[config.mk]
export PLATFORM = sky130hd
export DESIGN_NAME = pdm_deserializer_flat
export DESIGN_NICKNAME = d
export VERILOG_FILES = /design/src/rtl/pdm_deserializer_if.sv /design/src/rtl/pdm_deserializer.sv /design/src/flat_wrapper.sv
export SDC_FILE = /design/constraint.sdc
export NUM_CORES = 1
export LEC_CHECK = 0
export ABC_AREA = 1
export CAP_MARGIN = 20
export CORE_ASPECT_RATIO = 0.8
export CORE_MARGIN = 3
export CORE_UTILIZATION = 30
export CTS_CLUSTER_SIZE = 20
export DETAILED_ROUTE_END_ITERATION = 6
export GPL_ROUTABILITY_DRIVEN = 0
export REMOVE_ABC_BUFFERS = 1
export SKIP_CTS_REPAIR_TIMING = 1
export SLEW_MARGIN = 40
export SYNTH_ARGS = -nofsm -noshare
export SYNTH_HDL_FRONTEND = slang
export SYNTH_SLANG_ARGS = --single-unit
[constraint.sdc]
create_clock -name clk -period 1.5 [get_ports clk]
set_input_delay 0.225 -clock clk [delete_from_list [all_inputs] [get_ports clk]]
set_output_delay 0.225 -clock clk [all_outputs]
set_load 0.05 [all_outputs]
[src/rtl/pdm_deserializer_if.sv]
// pdm_deserializer_if: AXI-Stream link carrying packed PDM words to the decimator
interface pdm_deserializer_if #(parameter int WORD_W = 16);
    logic [WORD_W-1:0] tdata;
    logic              tvalid;
    logic              tlast;
    logic              tready;
    modport master (output tdata, tvalid, tlast, input tready);
    modport slave (input tdata, tvalid, tlast, output tready);
endinterface

[src/rtl/pdm_deserializer.sv]
// pdm_deserializer: packs a synchronized PDM bit stream into AXI-Stream words
module pdm_deserializer #(
    parameter int WORD_W     = 16,
    parameter int SAMPLE_DLY = 2,
    parameter int FRAME_LEN  = 64
) (
    input  logic               clk,
    input  logic               rst_n,
    input  logic               enable,
    input  logic               sample_en,
    input  logic               pdm_data,
    pdm_deserializer_if.master m_axis,
    output logic               overflow,
    input  logic               clr_overflow
);
    localparam int BC_W = $clog2(WORD_W);
    localparam int WC_W = FRAME_LEN > 1 ? $clog2(FRAME_LEN) : 1;
    localparam int AW   = WORD_W - 1;
    typedef enum logic {IDLE, FILL} state_t;
    state_t          state, state_nxt;
    logic [1:0]      sync;
    logic            cap, capture, done, can_load, last_word;
    logic [BC_W-1:0] bit_cnt;
    logic [WC_W-1:0] word_cnt;
    logic [AW-1:0]   asm_reg;
    logic [WORD_W-1:0] word;

    // two-flop synchronizer for the asynchronous mic pin
    always_ff @(posedge clk or negedge rst_n) begin
        if (!rst_n) sync <= '0;
        else sync <= {sync[0], pdm_data};
    end

    if (SAMPLE_DLY == 0) begin : g_nodly
        assign cap = sample_en;
    end else begin : g_dly
        logic [SAMPLE_DLY-1:0] dly;
        // strobe delay line aligning capture with the synchronized data
        always_ff @(posedge clk or negedge rst_n) begin
            if (!rst_n) dly <= '0;
            else dly <= SAMPLE_DLY'({dly, sample_en});
        end
        assign cap = dly[SAMPLE_DLY-1];
    end

    // state register
    always_ff @(posedge clk or negedge rst_n) begin
        if (!rst_n) state <= IDLE;
        else state <= state_nxt;
    end

    // next state plus capture/complete/load decisions
    always_comb begin
        state_nxt = enable ? FILL : IDLE;
        capture   = (state == FILL) && enable && cap;
        done      = capture && (bit_cnt == BC_W'(WORD_W - 1));
        can_load  = !m_axis.tvalid || m_axis.tready;
        last_word = word_cnt == WC_W'(FRAME_LEN - 1);
        word      = {asm_reg, sync[1]};
    end

    // assembly register; disabling throws away the partial word
    always_ff @(posedge clk or negedge rst_n) begin
        if (!rst_n) begin
            bit_cnt <= '0;
            asm_reg <= '0;
        end else if (!enable) begin
            bit_cnt <= '0;
        end else if (capture) begin
            asm_reg <= AW'({asm_reg, sync[1]});
            bit_cnt <= done ? '0 : bit_cnt + 1'b1;
        end
    end

    // output register, frame counter and sticky drop flag (set beats clear)
    always_ff @(posedge clk or negedge rst_n) begin
        if (!rst_n) begin
            m_axis.tdata  <= '0;
            m_axis.tvalid <= 1'b0;
            m_axis.tlast  <= 1'b0;
            word_cnt      <= '0;
            overflow      <= 1'b0;
        end else begin
            if (done && can_load) begin
                m_axis.tdata  <= word;
                m_axis.tvalid <= 1'b1;
                m_axis.tlast  <= last_word;
                word_cnt      <= last_word ? '0 : word_cnt + 1'b1;
            end else if (m_axis.tready) begin
                m_axis.tvalid <= 1'b0;
            end
            overflow <= (done && !can_load) || (overflow && !clr_overflow);
        end
    end
endmodule

[src/flat_wrapper.sv]
// flat-port wrapper written by rule: the top's interface ports become plain ports
module pdm_deserializer_flat 
#(
    parameter int WORD_W     = 16,
    parameter int SAMPLE_DLY = 2,
    parameter int FRAME_LEN  = 64
)
  (clk, rst_n, enable, sample_en, pdm_data, overflow, clr_overflow, m_axis_tdata, m_axis_tvalid, m_axis_tlast, m_axis_tready);
  pdm_deserializer_if #(.WORD_W(WORD_W)) m_axis_i ();
  input  logic clk;
  input  logic rst_n;
  input  logic enable;
  input  logic sample_en;
  input  logic pdm_data;
  output logic overflow;
  input  logic clr_overflow;
  output wire logic [$bits(m_axis_i.tdata)-1:0] m_axis_tdata;
  output wire logic [$bits(m_axis_i.tvalid)-1:0] m_axis_tvalid;
  output wire logic [$bits(m_axis_i.tlast)-1:0] m_axis_tlast;
  input wire logic [$bits(m_axis_i.tready)-1:0] m_axis_tready;
  assign m_axis_tdata = m_axis_i.tdata;
  assign m_axis_tvalid = m_axis_i.tvalid;
  assign m_axis_tlast = m_axis_i.tlast;
  assign m_axis_i.tready = m_axis_tready;
  pdm_deserializer #(.WORD_W(WORD_W), .SAMPLE_DLY(SAMPLE_DLY), .FRAME_LEN(FRAME_LEN)) u_core (.clk(clk), .rst_n(rst_n), .enable(enable), .sample_en(sample_en), .pdm_data(pdm_data), .m_axis(m_axis_i), .overflow(overflow), .clr_overflow(clr_overflow));
endmodule
==> key figures <==
Floorplanning
  – Initial Util: 32.18%
  – Rows: 25
  – Die height: slightly below 80 microns
  – Ports: 26
  – Die extent in x: 96.90 microns
  – Die ar.: between 0.007 and 0.008 sq mm
  – Core area: a little over 0.006 sq mm

Yosys
  – Mapped cell area: 0.001983 sq mm
  – Number of flops mapped to enable cells by yosys: 0
  – Area leader, netlist: dfrtp_1
  – Ys flop type: dfrtp_1
  – Synth area leaders: dfrtp_1 62%, nand2_1 11%, o21ai_0 6.1%
  – Syn Inst Count: 201
  – Top cells by instance count after synthesis: 57 x nand2_1, 49 x dfrtp_1, 24 x inv_1, 24 x o21ai_0, 8 x nand3_1
  – Ys async rst share: 100.0%
  – Post-synthesis sequential area ratio: 61.83%
  – Ys Warns: 0
  – Syn Area/Cell: 9.866 sq um
  – FF+latch count, synth: 49
  – Top-count cell post-synth: nand2_1
  – Share of the synthesized area in the top cell type: 61.83%
  – Unique masters post-synth: 26

Place
  – Dpl cell area: 0.002407 sq mm
  – Final HPWL DP: 2529 microns
  – Placed Cells: 312
  – Port buffer count: 25

Timing
  – Setup Viol. Count Final: 0
  – Final slew viol count: 0
  – Fin. Hold Viols: 0
  – Setup TNS: 0 ps
  – Final Skew: 5.244 ps
  – Fmax: 740.9 MHz
  – Final Cycle Share: 89.99%
  – Measured slew at the worst slew-check pin: 451.5 ps
  – Post-route minimum period: 1350 ps
  – Final hold slack: ~350 ps
  – Max-slew headroom: 69.90%

Global route
  – Vias in the first global route: 1376
  – GRT Residual Overflow: 0
  – Initial antenna violation count: 0
  – Pin count of the biggest net entering global routing: 23
  – Total Routing Usage GR: 10.36%
  – First-pass GRT wire length: 6492 microns

Clock tree
  – CTS max path bufs: 2
  – Clk_lat worst skew: 290 ps
  – Total CTS buffers: 5
  – Clk Tree Root Cell: clkbuf_8
  – Sink Count: 49
  – CTS HTree Levels: 2
  – CTS tree: yes
  – CTS clk-pin slew, worst paths: 80 ps

Finish
  – Finished Cell Area: 0.002514 sq mm
  – Max FFs per register: 16
  – Share of cells above drive strength 1: 21.67%
  – Antenna diodes: 0
  – Final-layout fill cell count: ~600
  – Non-Filler Instances: approximately 320
  – Final #Nets: between 200 and 250
  – Synth-to-Final Area Change: 26.75%

Critical path
  – Setup crit end: u_core.word_cnt[4]
  – WP data required: 1690 ps
  – Setup crit start kind: flip-flop
  – Critical path origin: u_core.bit_cnt[1]
  – Setup crit end kind: flip-flop
  – Critical path class: flip-flop to flip-flop
  – Crit Reg-Reg Endpoint: u_core.word_cnt[4]
  – Reg2reg start: u_core.bit_cnt[1]
  – CP arrival: approximately 1500 ps
  – Worst Reg-to-Reg Cells: 8
  – Crit path max fanout: 8
  – Reg2Reg Setup Slack: 150 ps

Drt
  – Initial drt markers: 45
  – Drt wl/cell: about 11 microns
  – Vias per cell: 4.293
  – Pre-antenna DRT Iters: 6
  – Final ANT Viol Nets: 0
  – DRC violations left: 0
  – Vias: 1378
  – WL final: around 3500 microns

Power and ir drop
  – LEAKAGE: 0.001190 uW
  – Overall power: 2443 uW
  – Peak VDD IR: 513.9 uV
  – Pwr dens: 971.8 mW/mm^2

Job
  – Max-capacitance violation count: 0

Min path
  – HP Class: flip-flop to flip-flop

Run status
  – Status: finished clean
## where the power goes
group	switching [uW]	internal (uW)
clock	402	366
sequential	50.4	1420
combinational	125	78.3
total	577	1870
## stage by stage
stage	util, %	setup slack [ps]
final	40.79	150.2
after global routing	40.79	-2.030
after CTS	40.47	94.99
after detailed placement	39.07	-7.486
after global placement	39.07	11.25
after floorplan	-	-133.0
## worst min-delay path by stage
stage	startpoint	to	slack, ps	cells past startpoint
final	u_core.g_dly.dly[0]	u_core.g_dly.dly[1]	350	0
after floorplan	rst_n	u_core.asm_reg[0]	-70	0
after CTS	rst_n	u_core.bit_cnt[3]	-130	1
after global placement	rst_n	u_core.bit_cnt[3]	190	1
after detailed placement	rst_n	u_core.bit_cnt[3]	200	1
after global routing	sample_en	u_core.g_dly.dly[0]	350	1
## layout make-up
type                       count  area [sq um]  share of cell area, %
multi-input combinational    120         613.1                  24.39
inverter                      25         93.84                  3.733
sequential                    49          1226                  48.78
tap                           81         101.3                  4.032
clock buffer                   7         86.33                  3.435
timing repair buffer          39         392.9                  15.63
## worst max-delay path: stages (launching register included)
cell     delay [ps]
dfrtp_1         380
ha_1            150
inv_1            70
nor2_2          150
nand2_1         130
nor2_4          200
nand2_1          70
nand2_1          60
nand2_1          40
## metal layers
layer	wire length (microns)	global-route usage (%)	vias up	part of all wire, %
met5	0	0	-	0
met4	35	3.366	0	0.99
met3	129	2.809	4	3.7
met2	1544	16.12	18	44
met1	1815	14.09	641	51
li1	-	-	715	-
## kinds of logic (layout without fill, tap and decap cells)
logic type               count (synthesis)  after routing  share of synthesized area [%]
buffers and inverters                   32             71                          7.381
AND/OR/NAND/NOR                         79             79                          18.05
XOR/XNOR                                 1              1                         0.4417
AO/OA/AOI/OAI                           38             38                          11.04
flip-flops                              49             49                          61.83
adder cells (fa/ha/maj)                  2              2                          1.262
## cells in the final DEF (no fill, tap or decap)
master	netlist	routed
nand2_1	57	57
o31ai_1	1	1
clkdlybuf4s50_1	0	5
clkbuf_8	0	6
inv_2	1	1
clkbuf_1	1	1
xnor2_1	1	1
o21bai_1	1	1
nor3_1	1	1
nand3_2	1	1
o21ai_1	5	5
buf_4	0	25
nand2_2	1	1
nor2_4	1	1
dlygate4sd3_1	0	1
nand4_1	3	3
o22ai_1	1	1
nor2_8	1	1
nand3b_1	1	1
inv_1	24	24
buf_12	0	7
nand3_1	8	8
dfrtp_1	49	49
nor2_2	1	2
nor3b_1	1	1
ha_1	2	2
o21ai_0	24	24
o21ai_2	6	6
buf_2	3	1
nor2_1	3	2
No activity file was read; power rests on OpenSTA's default activity.
